File: config.mk
export PLATFORM = sky130hd
export DESIGN_NAME = expand_capture_pipe
export DESIGN_NICKNAME = d
export VERILOG_FILES = /design/src/rtl/expand_pkg.sv /design/src/rtl/skid_buf2.sv /design/src/rtl/expand_capture_pipe.sv
export SDC_FILE = /design/constraint.sdc
export NUM_CORES = 1
export LEC_CHECK = 0
export CORE_MARGIN = 2
export CORE_UTILIZATION = 55
export DETAILED_ROUTE_END_ITERATION = 10
export PLACE_DENSITY = 0.75
export SLEW_MARGIN = 0
export SYNTH_ARGS = -nofsm -noshare
export SYNTH_HDL_FRONTEND = slang
export SYNTH_SLANG_ARGS = --single-unit
File: constraint.sdc
create_clock -name clk -period 4.07 [get_ports clk]
set_input_delay 1.221 -clock clk [delete_from_list [all_inputs] [get_ports clk]]
set_output_delay 1.221 -clock clk [all_outputs]
set_load 0.05 [all_outputs]
File: src/rtl/expand_pkg.sv
// Shared definitions for the expansion capture stage: default widths,
// buffer occupancy encodings, the buffered entry layout and sign extension.
package expand_pkg;

    localparam int         W_DEF   = 12;
    localparam int         SW_DEF  = 15;
    localparam logic [7:0] CNT_MAX = 8'd255;

    // Skid buffer occupancy encodings
    localparam logic [1:0] OCC_EMPTY = 2'd0;
    localparam logic [1:0] OCC_ONE   = 2'd1;
    localparam logic [1:0] OCC_FULL  = 2'd2;

    // One buffered capture: word, tag, post-update running sum, frame index
    typedef struct packed {
        logic [W_DEF-1:0]  word;
        logic [1:0]        tag;
        logic [SW_DEF-1:0] sum;
        logic [7:0]        cnt;
    } cap_entry_t;

    // Sign-extend a default-width word to the default accumulator width
    function automatic logic [SW_DEF-1:0] sext_w2sw(input logic [W_DEF-1:0] w);
        return {{(SW_DEF-W_DEF){w[W_DEF-1]}}, w};
    endfunction

endpackage

File: src/rtl/skid_buf2.sv
// Two-entry FIFO skid buffer with a registered head. The head register
// drives the output directly; the second register only holds the entry
// that arrives while the head is stalled.
module skid_buf2
    import expand_pkg::*;
#(
    parameter int DW = $bits(cap_entry_t)
) (
    input  logic          clk,
    input  logic          reset,
    input  logic          in_valid,
    output logic          in_ready,
    input  logic [DW-1:0] in_data,
    output logic          out_valid,
    input  logic          out_ready,
    output logic [DW-1:0] out_data
);

    logic [1:0]    occ;
    logic [DW-1:0] head;
    logic [DW-1:0] tail;
    logic          push;
    logic          pop;

    // Readiness depends only on registered occupancy, never on out_ready
    assign in_ready  = (occ != OCC_FULL) && !reset;
    assign out_valid = (occ != OCC_EMPTY);
    assign out_data  = head;
    assign push      = in_valid && in_ready;
    assign pop       = out_valid && out_ready;

    // Occupancy state machine and head/tail data movement
    always_ff @(posedge clk) begin
        if (reset) begin
            occ  <= OCC_EMPTY;
            head <= '0;
            tail <= '0;
        end else begin
            case (occ)
                OCC_EMPTY: begin
                    if (push) begin
                        head <= in_data;
                        occ  <= OCC_ONE;
                    end
                end
                OCC_ONE: begin
                    if (push && pop) begin
                        head <= in_data;
                    end else if (push) begin
                        tail <= in_data;
                        occ  <= OCC_FULL;
                    end else if (pop) begin
                        occ  <= OCC_EMPTY;
                    end
                end
                OCC_FULL: begin
                    if (pop) begin
                        head <= tail;
                        occ  <= OCC_ONE;
                    end
                end
                default: occ <= OCC_EMPTY;
            endcase
        end
    end

endmodule

File: src/rtl/expand_capture_pipe.sv
// Registered capture stage behind the expansion block: keeps a running
// per-frame sum and word index, and buffers {word, tag, sum, index} in a
// two-entry skid buffer so consumer back-pressure never reaches upstream
// combinationally.
module expand_capture_pipe
    import expand_pkg::*;
#(
    parameter int W  = W_DEF,
    parameter int SW = SW_DEF
) (
    input  logic          clk,
    input  logic          reset,
    input  logic          in_valid,
    output logic          in_ready,
    input  logic [W-1:0]  in_word,
    input  logic [1:0]    in_tag,
    input  logic          in_sof,
    output logic          out_valid,
    input  logic          out_ready,
    output logic [W-1:0]  out_word,
    output logic [1:0]    out_tag,
    output logic [SW-1:0] out_sum,
    output logic [7:0]    out_cnt
);

    localparam int EW = W + 2 + SW + 8;

    logic [SW-1:0] acc;
    logic [SW-1:0] acc_base;
    logic [SW-1:0] sext_word;
    logic [SW-1:0] nsum;
    logic [7:0]    cnt;
    logic [7:0]    ncnt;
    logic          accept;
    logic [EW-1:0] entry_in;
    logic [EW-1:0] entry_out;

    assign sext_word = {{(SW-W){in_word[W-1]}}, in_word};
    assign accept    = in_valid && in_ready;

    // Next running sum (modulo 2^SW) and saturating frame index
    always_comb begin
        acc_base = in_sof ? '0 : acc;
        nsum     = acc_base + sext_word;
        if (in_sof) begin
            ncnt = 8'd1;
        end else if (cnt == CNT_MAX) begin
            ncnt = CNT_MAX;
        end else begin
            ncnt = cnt + 8'd1;
        end
    end

    // Accumulator and counter advance only on an accepted word
    always_ff @(posedge clk) begin
        if (reset) begin
            acc <= '0;
            cnt <= '0;
        end else if (accept) begin
            acc <= nsum;
            cnt <= ncnt;
        end
    end

    assign entry_in = {in_word, in_tag, nsum, ncnt};

    skid_buf2 #(
        .DW(EW)
    ) u_buf (
        .clk      (clk),
        .reset    (reset),
        .in_valid (in_valid),
        .in_ready (in_ready),
        .in_data  (entry_in),
        .out_valid(out_valid),
        .out_ready(out_ready),
        .out_data (entry_out)
    );

    assign {out_word, out_tag, out_sum, out_cnt} = entry_out;

endmodule

# Word-level counts from Yosys, hierarchy flattened
# Index checks and enable logic that the tools add are counted.
totals:
  output_inout_bits: 39
  regBits: 99
op_classes:
  bitwise: 1
  reduce_logical: 11
  n_mux: 13
  n_eq_ne: 9
  addsub: 2
op_table:
  columns: ["op", "count"]
  rows:
  - ["two-way mux 37 bit", 3]
  - ["one-hot mux 37 bit (3 select lines)", 1]
  - ["two-way mux 8 bit", 2]
  - ["adder 15 bit", 1]
  - ["two-way mux 15 bit", 1]
  - ["two-way mux 2 bit", 5]
  - ["adder 8 x 1 -> 8 bit, second input constant", 1]
  - ["equality test 8 bit, second input constant", 1]
  - ["AND reduction 4 bit", 2]
  - ["inequality test 2 x 1 -> 1 bit, second input constant", 3]
  - ["one-hot mux 2 bit (3 select lines)", 1]
  - ["logical AND 1 bit", 4]
  - ["inequality test 2 bit, second input constant", 2]
  - ["inequality test 3 x 1 -> 1 bit, second input constant", 1]
  - ["AND reduction 3 bit", 1]
  - ["nonzero test 3 bit", 1]
  - ["equality test 2 x 1 -> 1 bit, second input constant", 1]
  - ["equality test 2 bit, second input constant", 1]
  - ["logical NOT 2 bit", 1]
  - ["nonzero test 2 bit", 1]
  - ["logical NOT 1 bit", 1]
  - ["inverter 1 bit", 1]

# Logic depth before layout (Yosys ltp)
logic_depth:
  depth_word: 6
  ltp_mapped: 10

# Modules after synthesis
# Synthesis repeated with hierarchy kept, for this count alone.
hier_totals:
  cells_unflattened: 625
  area_unflattened_um2: 5505.3
modules_own_cells:
  columns: ["mod", "cells_each", "area_each_um2", "instances", "seq_area_each_um2"]
  rows:
  - ["skid_buf2", 367, 3509.6, 1, 1521.5]
  - ["expand_capture_pipe", 258, 1995.7, 1, 460.4]

# Worst setup path after synthesis
# Ideal clock, no wire load.
synth_timing:
  path_kind: "input-to-output"
  start: "input reset"
  end: "output in_ready"
  t_arrival_ps: 2271
  cell_stages: 3
  slack_ps: 578
  required_time_ps: 2849
  path_cell_list: "clkbuf_1 > clkbuf_1 > nor2_1"
synth_between:
  elab_chain_cells: 2
synth_rtl:
  columns: ["element", "line_no", "source"]
  rows:
  - ["from (decl)", "expand_capture_pipe.sv:12", "input logic reset,"]
  - ["logical NOT 1 bit", "skid_buf2.sv:26", "assign in_ready = (occ != OCC_FULL) && !reset;"]
  - ["logical AND 1 bit", "skid_buf2.sv:26", null]
  - ["to (decl)", "expand_capture_pipe.sv:14", "output logic in_ready,"]
# No other way between the ends.

# Final worst setup path
layout_timing:
  start: "input in_sof"
  end: "register acc[12]"
layout_between:
  elab_chain_cells: 2
layout_rtl:
  columns: ["element", "line_no", "source"]
  rows:
  - ["from (decl)", "expand_capture_pipe.sv:17", "input logic in_sof,"]
  - ["two-way mux 15 bit", "expand_capture_pipe.sv:43", "acc_base = in_sof ? '0 : acc;"]
  - ["adder 15 bit", "expand_capture_pipe.sv:44", "nsum = acc_base + sext_word;"]
  - ["to (signal assigned)", "expand_capture_pipe.sv:60", "acc <= nsum;"]
  - ["to (decl)", "expand_capture_pipe.sv:28", "logic [SW-1:0] acc;"]
# No other way between the ends.
# A chain may end at the register's enable or synchronous reset.

==> summary.md <==
| Metric | Value |
|---|---|
| Status | completed |
| Tightest Pin Transition | 0.8045 ns |
| IO Pins | 58 |
| Part of the Yosys area used for sequential elements | 38.86% |
| Dominant cell type by area after synthesis | dfxtp_1 |
| Vias in the first global route | 4564 |
| Worst vdd ir | 0.1673 mV |
| Worst Hold Depth | 2 |
| Width of the die | 100.3 um |
| Crit Path Class | input pin to flip-flop |
| Final HPWL DP | 9.092 mm |
| Maximum level of the CTS H-tree | 3 |
| Initial Util | 55.99% |
| R2R Setup Slk | 1.46 ns |
| Synth unique cells | 64 |
| Fin area | 5995 um^2 |
| Initial antenna violation count | 0 |
| Most common cell after layout, fill and taps aside | nand2_1 |
| Wire per inst | 16.72 um |
| Compound-Gate Fraction of Synth Area | 24.61% |
| Final nets | 731 |
| Post-synth ARST share | 0% |
| Critical Path AT | 3.87 ns |
| WP data required | 4.32 ns |
| Number of synthesized register bits | 99 |
| Min cycle time layout | 3.618 ns |
| Final ANT Viol Nets | 0 |
| Core ar. | 9109 um^2 |
| Leakage power | 2.222 nW |
| Setup TNS | 0 ns |
| Clock Skews | 0.01507 ns |
| Unrepaired setup endpoints after global routing | false |
| Final design utilization | 65.81% |
| Setup-failing EPs final | 0 |
| Max-cap violations | 0 |
| Clk root buf | clkbuf_8 |
| CP Max Fanout | 5 |
| CTS tree | done |
| Post-cts resize count | 0 |
| Final wirelength | 13.58 mm |
| Final hold violation count | 0 |
| Worst reg-to-reg path cell count | 9 |
| Reg area | 1982 um^2 |
| GRT overflow | 0 |
| Fmax | 276.4 MHz |
| Most frequent cells in the layout | 126 x nand2_1, 99 x dfxtp_1, 63 x a21oi_1, 56 x clkdlybuf4s50_1, 55 x nor2_1 |
| Die height | 100.3 um |
| EDFF count, synth | 0 |
| Placed cell areas | 5774 um^2 |
| Post-Synth XOR/XNOR Area | 1.202% |
| Clock tree sinks | 99 |
| Post-synthesis mux area share | 0% |
| Pwr dens | 390.7 nW/um^2 |
| Combinational family with the most area after synthesis | simple AND/OR/NAND/NOR gates |
| Total GRT Usage | 27.85% |
| Ys flop type | dfxtp_1 |
| Ys Warns | 0 |
| First-pass GRT wire length | 22.60 mm |
| IO buf count | 57 |
| Cts bufs inserted | 9 |
| Filler instances | 789 |
| Layout cells sized above 1 | 7.418% |
| Drt first pass iters | 4 |
| Rows | 35 |
| Avg Synthesized Cell Area | 7.798 um^2 |
| Initial DRC count | 229 |
| Yosys top cell area share | 38.86% |
| Clk Latency, worst-skew pair | 0.37 ns |
| Mapped Cells | 654 |
| Clock tree buffer depth | 2 |
| DRC errors left | 0 |
| Synthesized area | 5100 um^2 |
| Place WS | 0.05812 ns |
| Final Max Tran Viols | 0 |
| RR Endpoint | acc[12]$_SDFFE_PP0P_ |
| Crit. End Element | flip-flop |
| Post-route clock period utilization | 88.90% |
| CP Launch Point | in_sof |
| Area contributors post-synth | dfxtp_1 39%, nand2_1 9.3%, a21oi_1 6.2% |
| Post-CTS Setup Inserts | 0 |
| Layout area overhead | 17.54% |
| RePlAce Congestion | 0.9168 |
| N_diodes | 0 |
| CTS Hold Bufs | 0 |
| Post-Synth Simple-Gate Area | 26.52% |
| CP endpoint | acc[12]$_SDFFE_PP0P_ |
| Type of origin of the critical path | input pin |
| Die Footprint | 10060 um^2 |
| Via count | 4950 |
| Adder and majority gate portion of the synthesized area | 4.073% |
| Reg-to-Reg Start | acc[0]$_SDFFE_PP0P_ |
| Clock transition at path regs | 0.11 ns |
| Slew HR | 46.37% |
| Via density | 6.096 |
| Largest net degree at the start of global routing | 46 |
| Multi-input logic area | 2884 um^2 |
| Hold WC Path Type | flip-flop to flip-flop |
| Worst hold slack | 0.4583 ns |
| PnR worst setup slack | 0.4517 ns |
| Syn Nets | 689 |
[flip-flops by register name (all words and copies together) (netlist names)]
register and flops:
u_buf.tail 37, acc 15, u_buf.out_data 37, cnt 8, u_buf.occ 2
[report_power, final]
| group | switching (W) | internal, W |
|---|---|---|
| combinational | 0.000368 | 0.000210 |
| sequential | 0.0000341 | 0.00103 |
| clock | 0.000386 | 0.000314 |
| total | 0.000788 | 0.00155 |
[worst min-delay path by stage]
stage	start	endpoint
floorplan	acc[0]$_SDFFE_PP0P_	acc[0]$_SDFFE_PP0P_
global placement	acc[0]$_SDFFE_PP0P_	acc[0]$_SDFFE_PP0P_
detailed placement	acc[2]$_SDFFE_PP0P_	acc[2]$_SDFFE_PP0P_
CTS	acc[2]$_SDFFE_PP0P_	acc[2]$_SDFFE_PP0P_
global route	u_buf.out_data[9]$_SDFFE_PP0P_	u_buf.out_data[9]$_SDFFE_PP0P_
finish	acc[0]$_SDFFE_PP0P_	acc[0]$_SDFFE_PP0P_
[through the flow]
stage                     std cells  power, W
after floorplan                 654  0.001483
after global placement          796  0.001651
after detailed placement        796  0.001659
after CTS                       812  0.002348
after global routing            812  0.002448
final                           812  0.002342
[logic make-up after synthesis]
kind of cell,Yosys count
simple gates,295
fa+ha+maj,16
xor+xnor,7
flops,99
compound gates,181
buf+inv,56
[critical path: stages]
cell	delay, ns
clkdlybuf4s50_1	0.48
nor2b_1	0.14
ha_1	0.20
inv_1	0.06
fa_1	0.40
nand2b_1	0.20
a211o_1	0.33
a21o_1	0.21
a311oi_1	0.46
o21ai_0	0.16
[layout make-up]
| cell class | count | area share [%] |
|---|---|---|
| tap | 111 | 2.317 |
| clock buffer | 10 | 2.296 |
| clock inverter | 6 | 1.378 |
| sequential | 99 | 33.06 |
| timing repair buffer | 78 | 12.27 |
| inverter | 9 | 0.5636 |
| multi-input combinational | 499 | 48.11 |
[per-layer routing]
| layer | track usage (%) | share of wire (%) | routed length (um) |
|---|---|---|---|
| met4 | 9.589 | 2.1 | 291 |
| met2 | 44.81 | 46 | 6183 |
| met3 | 3.134 | 5.2 | 706 |
| met5 | 0 | 0 | 0 |
| met1 | 38.93 | 47 | 6395 |
[synthesized netlist by cell type, types with 11 or more instances]
master    count
nand2_1     126
dfxtp_1      99
a21oi_1      63
nor2_1       55
nand3_1      42
clkbuf_1     30
a311oi_1     22
a211oi_1     20
o21ai_0      17
nor2b_1      16
ha_1         15
buf_2        13
nor3_1       11
No activity file was read; power rests on OpenSTA's default activity.
